<file path="src/rtl/seg7_pkg.sv">
// Shared 7-segment definitions: BCD digit type, blank pattern and the digit encoder.
package seg7_pkg;

  typedef logic [3:0] bcd_digit_t;

  localparam logic [6:0] SEG_BLANK = 7'h7F;

  // Active-low {g,f,e,d,c,b,a} pattern for one BCD digit; non-BCD codes show blank.
  function automatic logic [6:0] seg7_encode(input bcd_digit_t d);
    logic [6:0] s;
    case (d)
      4'd0:    s = 7'h40;
      4'd1:    s = 7'h79;
      4'd2:    s = 7'h24;
      4'd3:    s = 7'h30;
      4'd4:    s = 7'h19;
      4'd5:    s = 7'h12;
      4'd6:    s = 7'h02;
      4'd7:    s = 7'h78;
      4'd8:    s = 7'h00;
      4'd9:    s = 7'h10;
      default: s = SEG_BLANK;
    endcase
    return s;
  endfunction

endpackage

</file>
<file path="src/rtl/btn_debounce.sv">
// Push-button conditioner: 2-FF synchroniser, stability counter and a
// one-cycle press pulse on the accepted 0->1 transition only.
module btn_debounce #(
  parameter int DEBOUNCE_CYCLES = 1000000
) (
  input  logic clk,
  input  logic btnC,
  input  logic raw,
  output logic level,
  output logic press
);

  localparam int CW = (DEBOUNCE_CYCLES > 1) ? $clog2(DEBOUNCE_CYCLES) : 1;
  localparam logic [CW-1:0] CNT_LAST = CW'(DEBOUNCE_CYCLES - 1);

  logic          sync0_r;
  logic          sync1_r;
  logic          level_r;
  logic          press_r;
  logic [CW-1:0] cnt_r;

  // Bring the asynchronous pin into the clock domain.
  always_ff @(posedge clk) begin
    if (btnC) begin
      sync0_r <= 1'b0;
      sync1_r <= 1'b0;
    end else begin
      sync0_r <= raw;
      sync1_r <= sync0_r;
    end
  end

  // Accept a new level only after DEBOUNCE_CYCLES consecutive differing samples.
  always_ff @(posedge clk) begin
    if (btnC) begin
      level_r <= 1'b0;
      press_r <= 1'b0;
      cnt_r   <= '0;
    end else if (sync1_r != level_r) begin
      if (cnt_r == CNT_LAST) begin
        level_r <= sync1_r;
        press_r <= sync1_r;
        cnt_r   <= '0;
      end else begin
        press_r <= 1'b0;
        cnt_r   <= cnt_r + CW'(1);
      end
    end else begin
      press_r <= 1'b0;
      cnt_r   <= '0;
    end
  end

  assign level = level_r;
  assign press = press_r;

endmodule

</file>
<file path="src/rtl/bcd_counter_display.sv">
// N-digit BCD up/down counter with debounced buttons, auto-run prescaler and a
// multiplexed common-anode 7-segment display driver.
module bcd_counter_display
  import seg7_pkg::*;
#(
  parameter int NUM_DIGITS      = 4,
  parameter int TICK_CYCLES     = 100000000,
  parameter int DEBOUNCE_CYCLES = 1000000,
  parameter int REFRESH_CYCLES  = 100000,
  parameter int BLANK_LZ        = 1
) (
  input  logic                    clk,
  input  logic                    btnC,
  input  logic                    btnU,
  input  logic                    btnR,
  input  logic                    btnD,
  input  logic                    btnL,
  output logic [NUM_DIGITS-1:0]   an,
  output logic [6:0]              seg,
  output logic                    dp,
  output logic [4*NUM_DIGITS-1:0] value_bcd
);

  localparam int PW = (TICK_CYCLES > 1) ? $clog2(TICK_CYCLES) : 1;
  localparam int RW = (REFRESH_CYCLES > 1) ? $clog2(REFRESH_CYCLES) : 1;
  localparam int IW = (NUM_DIGITS > 1) ? $clog2(NUM_DIGITS) : 1;

  // Button index map: 0 = up, 1 = +10, 2 = down, 3 = auto-run toggle.
  logic [3:0] raw_btn;
  logic [3:0] btn_level;
  logic [3:0] btn_press;
  logic [3:0] press_ok;

  logic                    run_r;
  logic [PW-1:0]           presc_r;
  logic                    tick;
  logic [4*NUM_DIGITS-1:0] value_r;
  logic [4*NUM_DIGITS-1:0] value_next;
  logic                    step_u;
  logic                    step_r;
  logic                    step_d;
  logic                    step_t;
  logic                    do_inc;
  logic                    inc_ten;
  logic                    carry;
  bcd_digit_t              digit;

  logic [RW-1:0]           refresh_r;
  logic [IW-1:0]           scan_idx_r;
  logic [NUM_DIGITS-1:0]   upper_zero;
  bcd_digit_t              digit_sel;
  logic                    blank;
  logic [NUM_DIGITS-1:0]   an_next;
  logic [6:0]              seg_next;
  logic                    dp_next;
  logic [NUM_DIGITS-1:0]   an_r;
  logic [6:0]              seg_r;
  logic                    dp_r;

  assign raw_btn = {btnL, btnD, btnR, btnU};

  for (genvar i = 0; i < 4; i++) begin : g_btn
    btn_debounce #(
      .DEBOUNCE_CYCLES(DEBOUNCE_CYCLES)
    ) u_db (
      .clk  (clk),
      .btnC (btnC),
      .raw  (raw_btn[i]),
      .level(btn_level[i]),
      .press(btn_press[i])
    );
  end

  // A press is only honoured while its debounced level is high.
  assign press_ok = btn_press & btn_level;

  // Fixed priority: up > +10 > down > auto-run tick; losers are dropped.
  assign tick    = run_r && (presc_r == PW'(TICK_CYCLES - 1));
  assign step_u  = press_ok[0];
  assign step_r  = !press_ok[0] && press_ok[1];
  assign step_d  = !press_ok[0] && !press_ok[1] && press_ok[2];
  assign step_t  = !(|press_ok[2:0]) && tick;
  assign do_inc  = step_u | step_r | step_t;
  assign inc_ten = step_r;

  // Auto-run flag and prescaler; prescaler idles at zero while stopped.
  always_ff @(posedge clk) begin
    if (btnC) begin
      run_r   <= 1'b0;
      presc_r <= '0;
    end else begin
      run_r <= run_r ^ press_ok[3];
      if (!run_r || tick) begin
        presc_r <= '0;
      end else begin
        presc_r <= presc_r + PW'(1);
      end
    end
  end

  // Digit-wise BCD ripple: carry injected at digit 0 or 1, borrow at digit 0.
  always_comb begin
    value_next = value_r;
    carry      = step_d;
    digit      = 4'd0;
    for (int k = 0; k < NUM_DIGITS; k++) begin
      digit = value_r[4*k +: 4];
      if (do_inc && (k == (inc_ten ? 1 : 0))) begin
        carry = 1'b1;
      end else begin
        carry = carry;
      end
      if (!carry) begin
        value_next[4*k +: 4] = digit;
      end else if (do_inc) begin
        if (digit >= 4'd9) begin
          value_next[4*k +: 4] = 4'd0;
          carry                = 1'b1;
        end else begin
          value_next[4*k +: 4] = digit + 4'd1;
          carry                = 1'b0;
        end
      end else begin
        if (digit == 4'd0) begin
          value_next[4*k +: 4] = 4'd9;
          carry                = 1'b1;
        end else if (digit > 4'd9) begin
          value_next[4*k +: 4] = 4'd9;
          carry                = 1'b0;
        end else begin
          value_next[4*k +: 4] = digit - 4'd1;
          carry                = 1'b0;
        end
      end
    end
  end

  // Count register.
  always_ff @(posedge clk) begin
    if (btnC) begin
      value_r <= '0;
    end else begin
      value_r <= value_next;
    end
  end

  assign value_bcd = value_r;

  // Refresh timer and scan index walking digits 0..NUM_DIGITS-1.
  always_ff @(posedge clk) begin
    if (btnC) begin
      refresh_r  <= '0;
      scan_idx_r <= '0;
    end else if (refresh_r == RW'(REFRESH_CYCLES - 1)) begin
      refresh_r  <= '0;
      scan_idx_r <= (scan_idx_r == IW'(NUM_DIGITS - 1)) ? '0 : scan_idx_r + IW'(1);
    end else begin
      refresh_r  <= refresh_r + RW'(1);
    end
  end

  // upper_zero[k]: digits k..N-1 are all zero (leading-zero run).
  always_comb begin
    upper_zero                 = '0;
    upper_zero[NUM_DIGITS-1]   = (value_r[4*(NUM_DIGITS-1) +: 4] == 4'd0);
    for (int k = NUM_DIGITS - 2; k >= 0; k--) begin
      upper_zero[k] = upper_zero[k+1] && (value_r[4*k +: 4] == 4'd0);
    end
  end

  // Next display pattern for the selected digit, with leading-zero blanking.
  always_comb begin
    digit_sel = value_r[{scan_idx_r, 2'b00} +: 4];
    blank     = (BLANK_LZ != 0) && (scan_idx_r != '0) && upper_zero[scan_idx_r];
    an_next   = '1;
    seg_next  = SEG_BLANK;
    if (blank) begin
      an_next  = '1;
      seg_next = SEG_BLANK;
    end else begin
      for (int k = 0; k < NUM_DIGITS; k++) begin
        if (k == int'(scan_idx_r)) begin
          an_next[k] = 1'b0;
        end else begin
          an_next[k] = 1'b1;
        end
      end
      seg_next = seg7_encode(digit_sel);
    end
    dp_next = ~((scan_idx_r == '0) && run_r);
  end

  // Registered pin drivers.
  always_ff @(posedge clk) begin
    if (btnC) begin
      an_r  <= '1;
      seg_r <= SEG_BLANK;
      dp_r  <= 1'b1;
    end else begin
      an_r  <= an_next;
      seg_r <= seg_next;
      dp_r  <= dp_next;
    end
  end

  assign an  = an_r;
  assign seg = seg_r;
  assign dp  = dp_r;

endmodule
</file>
<file path="config.mk">
export PLATFORM = sky130hd
export DESIGN_NAME = bcd_counter_display
export DESIGN_NICKNAME = d
export VERILOG_FILES = /design/src/rtl/seg7_pkg.sv /design/src/rtl/btn_debounce.sv /design/src/rtl/bcd_counter_display.sv
export SDC_FILE = /design/constraint.sdc
export NUM_CORES = 1
export LEC_CHECK = 0
export BUFFER_PORTS_ARGS = -buffer_cell sky130_fd_sc_hd__buf_2
export CAP_MARGIN = 25
export CORE_AREA = 2 2 114 116
export DETAILED_ROUTE_END_ITERATION = 10
export DIE_AREA = 0 0 116 118
export PLACE_DENSITY = 0.83
export REMOVE_ABC_BUFFERS = 1
export SKIP_CTS_REPAIR_TIMING = 1
export SLEW_MARGIN = 30
export SYNTH_ARGS = -nofsm -noshare
export SYNTH_HDL_FRONTEND = slang
export SYNTH_SLANG_ARGS = --single-unit
</file>
<file path="constraint.sdc">
create_clock -name clk -period 4 [get_ports clk]
set_input_delay 0.4 -clock clk [delete_from_list [all_inputs] [get_ports clk]]
set_output_delay 0.4 -clock clk [all_outputs]
set_load 0.02 [all_outputs]
</file>
=== Word-level counts from Yosys, hierarchy flattened ===
Memories as Yosys holds them, arrays and structs flattened. A register that Yosys moved wholly into a read port is not among the register bits.
Cells that the tools add are included.

* Memories: 1
* Logic and storage cells: 169
* Output and inout port bits: 28
* Bits in read-only memories: 112
* Register bits after elaboration: 164

{| class="wikitable"
|+ Memory list
! name !! depth !! width !! read ports !! clocked after memory_dff !! wr ports !! line !! RTL
|-
| (no name shown) || 16 || 7 || 1 || 1 || 0 || seg7_pkg.sv:11 || <nowiki>case (d)</nowiki>
|}

* Shift operators: 1
* Bitwise gates (word level): 13
* Multiplexer cells: 40
* Reductions and logical operators: 43
* $lt $le $gt $ge: 9
* Equality and inequality tests: 17
* Add/sub/neg operators: 15

{| class="wikitable"
|+ Operators by type and width
! cell !! number
|-
| $add A20 B1 Y20 const B || 4
|-
| $eq A20 B20 Y1 const B || 4
|-
| $mux W4 || 16
|-
| $eq A2 B32 Y1 const A || 1
|-
| $eq A3 B32 Y1 const A || 1
|-
| $logic_not A32 Y1 || 1
|-
| $add A27 B1 Y27 const B || 1
|-
| $eq A27 B27 Y1 const B || 1
|-
| $reduce_or A3 Y1 || 9
|-
| $mux W1 || 22
|-
| $add A17 B1 Y17 const B || 1
|-
| $eq A17 B17 Y1 const B || 1
|-
| $add A4 B1 Y4 const B || 4
|-
| $ge A4 B4 Y1 const B || 4
|-
| $gt A4 B4 Y1 const B || 4
|-
| $logic_not A4 Y1 || 4
|-
| $shiftx A16 B5 Y4 || 1
|-
| $sub A4 B1 Y4 const B || 4
|-
| $logic_and A1 B1 Y1 || 14
|-
| $not A1 Y1 || 9
|-
| $reduce_and A2 Y1 || 4
|-
| $reduce_or A2 Y1 || 3
|-
| $and A4 B4 Y4 || 1
|-
| $eq A2 B2 Y1 const A || 2
|-
| other kinds (14) || 22
|}

=== Logic depth before layout (Yosys ltp) ===
Gate-level depths: netlist of the first run.

* Depth after elaboration: 13
* Mapped depth: 10
* Mapped depth without buffers: 9

=== By module ===
Synthesis of the first run repeated with hierarchy kept, for this count alone.

* Cell total of the unflattened synthesis: 976
* Area total of the unflattened synthesis: 8479.4 um^2

{| class="wikitable"
|+ By module, submodules not included
! module !! times used !! cells each !! seq. area each (um^2) !! area each (um^2)
|-
| bcd_counter_display || 1 || 481 || 1501.4 || 4144.0
|-
| btn_debounce (g_btn[0].u_db ...) || 3 || 123 || 480.5 || 1079.8
|-
| btn_debounce (g_btn[3].u_db) || 1 || 126 || 480.5 || 1096.1
|}

=== Worst setup path before layout of the first run ===
OpenSTA, ideal clock, no wires.

* Kind: reg2reg
* From: register presc_r[0]
* To: register value_r[10] (netlist: value_bcd[10])
* Period minus slack after synthesis: 2409 ps
* Data arrival time: 2292 ps
* Setup slack: 1591 ps
* Setup time: 117 ps
* Data required time: 3883 ps
* Cell stages (with the launch flop): 9
* Cells stage by stage: dfxtp_1 ha_1 nand4_2 or4_4 o21a_4 o21ai_4 a21boi_4 o21ai_1 a32o_1

* Word-level cells in the longest chain between the ends: 10

{| class="wikitable"
|+ RTL lines
! what !! line !! RTL
|-
| start: declaration || bcd_counter_display.sv:35 || <nowiki>logic [PW-1:0] presc_r;</nowiki>
|-
| start signal: assignment || bcd_counter_display.sv:96 || <nowiki>presc_r <= presc_r + PW'(1);</nowiki>
|-
| $eq A27 B27 Y1 * || bcd_counter_display.sv:78 || <nowiki>assign tick = run_r && (presc_r == PW'(TICK_CYCLES - 1));</nowiki>
|-
| $logic_and A1 B1 Y1 * || bcd_counter_display.sv:78 ||
|-
| $logic_and A1 B1 Y1 * || bcd_counter_display.sv:82 || <nowiki>assign step_t = !(|press_ok[2:0]) && tick;</nowiki>
|-
| $or A1 B1 Y1 * || bcd_counter_display.sv:83 || <nowiki>assign do_inc = step_u | step_r | step_t;</nowiki>
|-
| $logic_and A1 B1 Y1 || bcd_counter_display.sv:108 || <nowiki>if (do_inc && (k == (inc_ten ? 1 : 0))) begin</nowiki>
|-
| $mux W1 || bcd_counter_display.sv:108 ||
|-
| $mux W1 || bcd_counter_display.sv:113 || <nowiki>if (!carry) begin</nowiki>
|-
| $mux W1 || bcd_counter_display.sv:108 ||
|-
| $mux W1 || bcd_counter_display.sv:113 ||
|-
| $mux W1 || bcd_counter_display.sv:108 ||
|-
| end signal: assignment || bcd_counter_display.sv:143 || <nowiki>value_r <= value_next;</nowiki>
|-
| end: declaration || bcd_counter_display.sv:37 || <nowiki>logic [4*NUM_DIGITS-1:0] value_r;</nowiki>
|}

Every way passes the cells marked *; elsewhere a longest branch is shown, timed or not.
A chain may end at the register's enable or synchronous reset.

=== Worst setup path after layout of the first run ===
* From: register presc_r[0]
* To: register value_r[13] (netlist: value_bcd[13])

* Word-level cells in the longest chain between the ends: 12

{| class="wikitable"
|+ RTL lines
! what !! line
|-
| $eq A27 B27 Y1 * || bcd_counter_display.sv:78
|-
| $logic_and A1 B1 Y1 * || bcd_counter_display.sv:78
|-
| $logic_and A1 B1 Y1 * || bcd_counter_display.sv:82
|-
| $or A1 B1 Y1 * || bcd_counter_display.sv:83
|-
| $logic_and A1 B1 Y1 || bcd_counter_display.sv:108
|-
| $mux W1 || bcd_counter_display.sv:108
|-
| $mux W1 || bcd_counter_display.sv:113
|-
| $mux W1 || bcd_counter_display.sv:108
|-
| $mux W1 || bcd_counter_display.sv:113
|-
| $mux W1 || bcd_counter_display.sv:108
|-
| $mux W1 || bcd_counter_display.sv:113
|-
| $mux W1 || bcd_counter_display.sv:108
|}

Marks and branches as above.

==> results.cfg, run 1 <==
[status]
outcome = finished, final reports clean

[worst_setup_path]
critical_path.cell_chain = ha_1 -> nand4_2 -> or4_4 -> o21a_4 -> nand2_1 -> nand2_1 -> a2111o_1 -> a21oi_1
required_ps = 4350
reg2reg_slack_ps = 1150
arrival_ps = 3210
worstSetupPathType = register to register
critPathMaxFanout = 22
critical-path-max-stage-delay_ps = 580
endpoint_kind = register
reg2regPathDepth = 8
crit_top_cell = nand2_1
worstReg2RegEnd = value_bcd[13]
start_kind = register
rr_startpoint = presc_r[0]
crit_path_top_delay_cell = or4_4

[global_routing]
grt-ovfl-total = 0
first_pass_grt_wire_length_mm = 25.4
first_global_vias = 5798
largest_net_degree_at_the_start_of_global_routing = 36
grt_antenna_before_repair = 0
grt.total_usage = 0.227

[min_path]
holdCritPathClass = input pin to register
timing.hold.worst.start = btnD
min_delay_worst_endpoint = g_btn[2].u_db.sync0_r
worstHoldPathCells = 2

[clocking]
clk_pin_slew_worst_paths_ps = 60
clockBufferDepth = 2
clock_sink_count = 171
clk-insertion-delay-late_ps = 420
cts_tree = built
clockRootBuffer = clkbuf_16
cts_buffers = 17
cts_max_level = 4

[sta]
setup_viol = 0
relSlewSlack = 0.384
drv_slew = 0
period_minus_slack_ps = 2850
holdWs_ps = 179
layout_worst_path_cycle_share = 0.713
postLayoutSetupSlackWorst_ps = 1150
worst_clock_skew_ps = 7.87
report.final.hold_viol_count = 0
timing_worst_slew_pin_value_ps = 917
final_layout_setup_total_negative_slack_ps = 0
maximum_frequency_from_static_timing_analysis_mhz = 351
unrepaired_setup_endpoints_after_global_routing = false

[logic_synthesis]
synth_ff_type = dfxtp_1
ys_top_cells_by_area = dfxtp_1 (43%), nor2_1 (8.2%), xor2_1 (8.1%)
synthDistinctLibCells = 67
syn-mean-instance-area_sq_um = 8.62
ys_seq_area_frac = 0.428
synth-edff-count = 0
yosysWarningCount = 0
synthesis.instances = 928
synth_largest_type_area_fraction = 0.428
synth_area_sq_mm = 0.00800
postSynth.asyncResetShare = 0
yosys_register_bits = 171
synthDominantAreaCellType = dfxtp_1

[pwr]
power.static_leakage_nw = 3.12
powerDensity_mw_per_mm2 = 390
peak_supply_drop_mv = 0.475
post-layout-total-power_mw = 3.47

[final_layout]
final-seq-area_sq_mm = 0.00342
area_delta_synth_final_pct = 11.3
antennaDiodeCount = 0
final_cell_count_no_fill = 1138
multi_input_comb_area_sq_mm = 0.00436
design.final.nets = 987
layout.cell_area.non_filler_sq_mm = 0.00890
fin_util = 0.717
drive_gt1_frac = 0.0828
layout.filler_cells = 957

[floorplan]
start_util = 0.644
coreArea_sq_mm = 0.0124
boundaryPins = 34
die_w_um = 116
floorplan.rows = 41
die_area_sq_mm = 0.0137
die_y_extent_um = 118

[placement]
port-buffer-count = 33
dpl_cell_area_sq_mm = 0.00828
place.gp.congestion = 0.855
worst_slack_at_placement_ps = 1180
numPlacedInstances = 1106
place.detailed.hpwl_mm = 9.81

[detailed_routing]
post_drt_via_cell_ratio = 5.46
route.vias.total = 6216
drtAntennaViolNets = 0
detail_route.first_pass.iterations = 6
drt_iter0_markers = 412
totalWireLength_mm = 14.7
remaining_drc_errors = 0
post_drt_wl_per_cell_um = 12.9

[job]
timing.max_cap.violations = 0
## how the worst max path moves through the flow
stage,from,slack (ps),cells after the start,end
floorplan,presc_r[0],1480,8,value_bcd[10]
global placement,presc_r[0],1270,8,value_bcd[10]
detailed placement,presc_r[0],1180,8,value_bcd[13]
CTS,presc_r[0],1160,8,value_bcd[13]
global route,presc_r[0],910,8,value_bcd[13]
finish,presc_r[0],1150,8,value_bcd[13]
## report_power, final
part / total (mW) / switching, mW / internal, mW
clock: 1.71 / 0.653 / 1.05
combinational: 0.0435 / 0.0295 / 0.0140
sequential: 1.72 / 0.00599 / 1.71
total: 3.47 / 0.688 / 2.78
## cells in the mapped netlist, types with 22 or more instances
master,n
and3_1,30
inv_1,28
o21ai_0,23
nand2_1,80
dfxtp_1,171
xnor2_1,44
xor2_1,74
nand3_1,58
ha_1,28
a21oi_1,22
nor2_1,174
clkbuf_1,22
## placed cells by master, fill, tap and decap left out, types with 4 or more instances in the layout
master / count
nor2_1: 173
buf_2: 33
a21oi_1: 22
nor4_1: 7
mux2i_1: 9
clkbuf_16: 17
nand2_1: 80
and3_1: 30
or3_1: 10
and2_1: 5
mux4_2: 4
inv_1: 28
o21ai_0: 23
nand3b_1: 5
nor4b_1: 5
o22ai_1: 5
dfxtp_1: 171
xor2_1: 74
nand2b_1: 7
nand3_1: 58
and4_1: 6
xnor2_1: 44
o21ai_1: 4
nor3_1: 12
a211oi_1: 4
nor2b_1: 17
clkbuf_8: 4
nand4_1: 17
ha_1: 28
## cell type report
class,count,area share
inverters,28,0.0118
clock buffers,24,0.0552
well taps,172,0.0242
repair buffers,35,0.0202
flip-flops and latches,171,0.384
clock inverters,8,0.0148
multi-input cells,700,0.489
## sequential cells by signal, summed over array words and instances (netlist names)
| name | cells |
|---|---|
| g_btn.u_db.cnt_r | 80 |
| g_btn.u_db.sync0_r | 4 |
| refresh_r | 17 |
| dp | 1 |
| an | 4 |
| g_btn.u_db.sync1_r | 4 |
| g_btn.u_db.press | 4 |
| run_r | 1 |
| scan_idx_r | 2 |
| seg | 7 |
| value_bcd | 16 |
| presc_r | 27 |
| g_btn.u_db.level | 4 |
## cell families after synthesis
family / Yosys count / synth area share
and+or+nand+nor: 450 / 0.272
DFF: 171 / 0.428
AOI/OAI and AO/OA: 90 / 0.0752
buffers and inverters: 57 / 0.0278
muxes: 14 / 0.0239
adders and majority gates: 28 / 0.0438
xor gates and xnor gates: 118 / 0.129
## critical path: cells and delay by family, from the launching register on
kind	cells	cell delay, ps
AND/OR/NAND/NOR	4	1360
flip-flops	1	370
AO/OA/AOI/OAI	3	810
adder cells (fa/ha/maj)	1	230
## routing by layer
layer / part of all wire / vias to the layer above / global-route usage
met2: 0.48 / 125 / 0.372
li1: - / 3194 / -
met3: 0.041 / 16 / 0.0602
met5: 0 / - / 0
met1: 0.47 / 2881 / 0.284
met4: 0.012 / 0 / 0.0856
(Power assumes the default switching activity.)
==> inputs of run 2 (changes only) <==
- CORE_AREA: 2 2 114 116 -> 2 2 117 119
- DIE_AREA: 0 0 116 118 -> 0 0 119 121
- PLACE_DENSITY: 0.83 -> 0.79
- clock period: 4 -> 2.9 ns (I/O delays scaled with it)
==> run 2 against run 1 <==
Wire length up 0.54%; via count up 1.1%; maximum frequency increased by 6.0%; sequential power up 38%; first-iteration DRC count is 9.5% higher; critical path depth unchanged; clock power increased by 32%; combinational power increased by 40%; highest routed layer unchanged.
==> results.cfg, run 2 (same netlist as run 1, synthesis figures left out) <==
[global_routing]
grt.total_usage = 0.214
first_pass_grt_wire_length_mm = 25.5
gr_met1_demand_resource = 0.274
first_global_vias = 5783
groute.layer.met2.usage = 0.356
grt.busiest_layer = met2
grt_antenna_before_repair = 0
grt-ovfl-total = 0
largest_net_degree_at_the_start_of_global_routing = 32
groute.layer.met3.usage = 0.0526

[sta]
relSlewSlack = 0.562
final_layout_setup_total_negative_slack_ps = 0
period_minus_slack_ps = 2690
maximum_frequency_from_static_timing_analysis_mhz = 372
layout_worst_path_cycle_share = 0.928
timing_worst_slew_pin_value_ps = 657
unrepaired_setup_endpoints_after_global_routing = false
drv_slew = 0
setup_viol = 0
worst_clock_skew_ps = 7.33
report.final.hold_viol_count = 0

[pwr]
peak_supply_drop_mv = 0.451
power.static_leakage_nw = 3.15
share_seq_of_total_power = 0.506
power_switching_share = 0.205
internal_power_mw = 3.73
powerDensity_mw_per_mm2 = 525
switchingPower_mw = 0.958
comb_power_share = 0.013
p_clk_frac = 0.481

[detailed_routing]
drtAntennaViolNets = 0
detail_route.first_pass.iterations = 5
post_drt_via_cell_ratio = 5.47
totalWireLength_mm = 14.8
remaining_drc_errors = 0
route.vias.total = 6285
drt_iter0_markers = 451
post_drt_wl_per_cell_um = 12.9

[placement]
port-buffer-count = 33
place.detailed.hpwl_mm = 9.79
place.gp.congestion = 0.886

[floorplan]
boundaryPins = 34
coreArea_sq_mm = 0.0131
die_y_extent_um = 121
die_w_um = 119
floorplan.rows = 42
die_area_sq_mm = 0.0144
start_util = 0.611

[final_layout]
area_delta_synth_final_pct = 11.6
design.final.nets = 994
layout.filler_cells = 1036
most_common_library_cell_in_the_layout_ignoring_fill_and_taps = nor2_1
largest_reg_flops = 80
fin_util = 0.682
antennaDiodeCount = 0
registers.top_by_ff_count = g_btn.u_db.cnt_r
reg.largest.list = g_btn.u_db.cnt_r x80, presc_r x27, refresh_r x17
final_cell_mix = nor2_1 (173), dfxtp_1 (171), nand2_1 (80)
drive_gt1_frac = 0.0885

[clocking]
cts_tree = built
clock_sink_count = 171
clockBufferDepth = 2
cts_buffers = 17
cts_max_level = 4
clk-insertion-delay-late_ps = 420
clk_pin_slew_worst_paths_ps = 60
clockRootBuffer = clkbuf_16

[worst_setup_path]
cp.buffers_inverters = 0
timing.critical_path.max_delay_family = compound AO/OA/AOI/OAI gates
endpoint_kind = register
critical_path.cell_chain = ha_1 -> nand4_2 -> or4_4 -> o21a_4 -> o21ai_4 -> a21boi_4 -> o21ai_1 -> a32o_1
critical-path-max-stage-delay_ps = 590
required_ps = 3220
crit_path_top_delay_cell = or4_4
critPathMaxFanout = 10
crit_path_start = presc_r[0]
rr_startpoint = presc_r[0]
start_kind = register
worstSetupPathType = register to register
arrival_ps = 3010

[min_path]
holdCritPathClass = input pin to register
timing.hold.worst.start = btnL

[status]
outcome = finished, final reports clean

[job]
timing.max_cap.violations = 0
## run 2: changes by cell type in the layout (fill, tap and decap cells not counted)
cell        previous run  this run
bufinv_16              3         2
clkinvlp_4             2         1
clkinv_2               0         1
buf_4                  2         9
inv_8                  0         1
clkbuf_8               4         3
## run 2: path summary, 6_finish.rpt
kind	endpoint	slack, ps	cells past startpoint
max	value_bcd[10]	210	8
min	g_btn[3].u_db.sync0_r	70	2
max reg2reg	value_bcd[10]	210	8
min reg2reg	g_btn[2].u_db.sync1_r	440	1
## run 2: layout make-up
class | count | area (sq um) | area share
clock buffer | 23 | 478 | 0.0535
clock inverter | 8 | 110 | 0.0123
multi-input combinational | 700 | 4360 | 0.488
timing repair buffer | 42 | 233 | 0.0261
tap | 176 | 220 | 0.0247
inverter | 28 | 105 | 0.0118
sequential | 171 | 3420 | 0.384
## run 2: metal layers
layer	up-vias	routed length [um]	part of all wire
met5	-	0	0
met3	32	623	0.042
met1	2902	7110	0.48
li1	3211	-	-
met4	0	215	0.015
met2	140	6870	0.46
## run 2: worst register-to-register path, delay by kind of cell, from the launching register on
family                   cells  cell delay, ps
adder cells (fa/ha/maj)      1             240
flip-flops                   1             380
AND/OR/NAND/NOR              2             740
AO/OA/AOI/OAI                5            1220
## run 2: power groups by stage
stage | Clock (mW) | Sequential, mW | Combinational (mW)
3_3_place_gp | 0 | 2.42 | 0.0613
4_1_cts | 2.28 | 2.37 | 0.0624
6_report | 2.25 | 2.37 | 0.0608
3_5_place_dp | 0 | 2.42 | 0.0622
5_1_grt | 2.39 | 2.37 | 0.0692
2_1_floorplan | 0 | 2.43 | 0.0270
## run 2: stage by stage
step / power (mW) / area [sq um] / hold slack [ps] / cells / setup WS [ps]
CTS: 4.72 / 8920 / 65.6 / 1148 / 215
floorplan: 2.46 / 7880 / 359 / 899 / 383
global placement: 2.49 / 8340 / 417 / 1117 / 353
global route: 4.83 / 8930 / 91.8 / 1148 / 61.1
finish: 4.69 / 8930 / 69.1 / 1148 / 210
detailed placement: 2.49 / 8340 / 429 / 1117 / 272
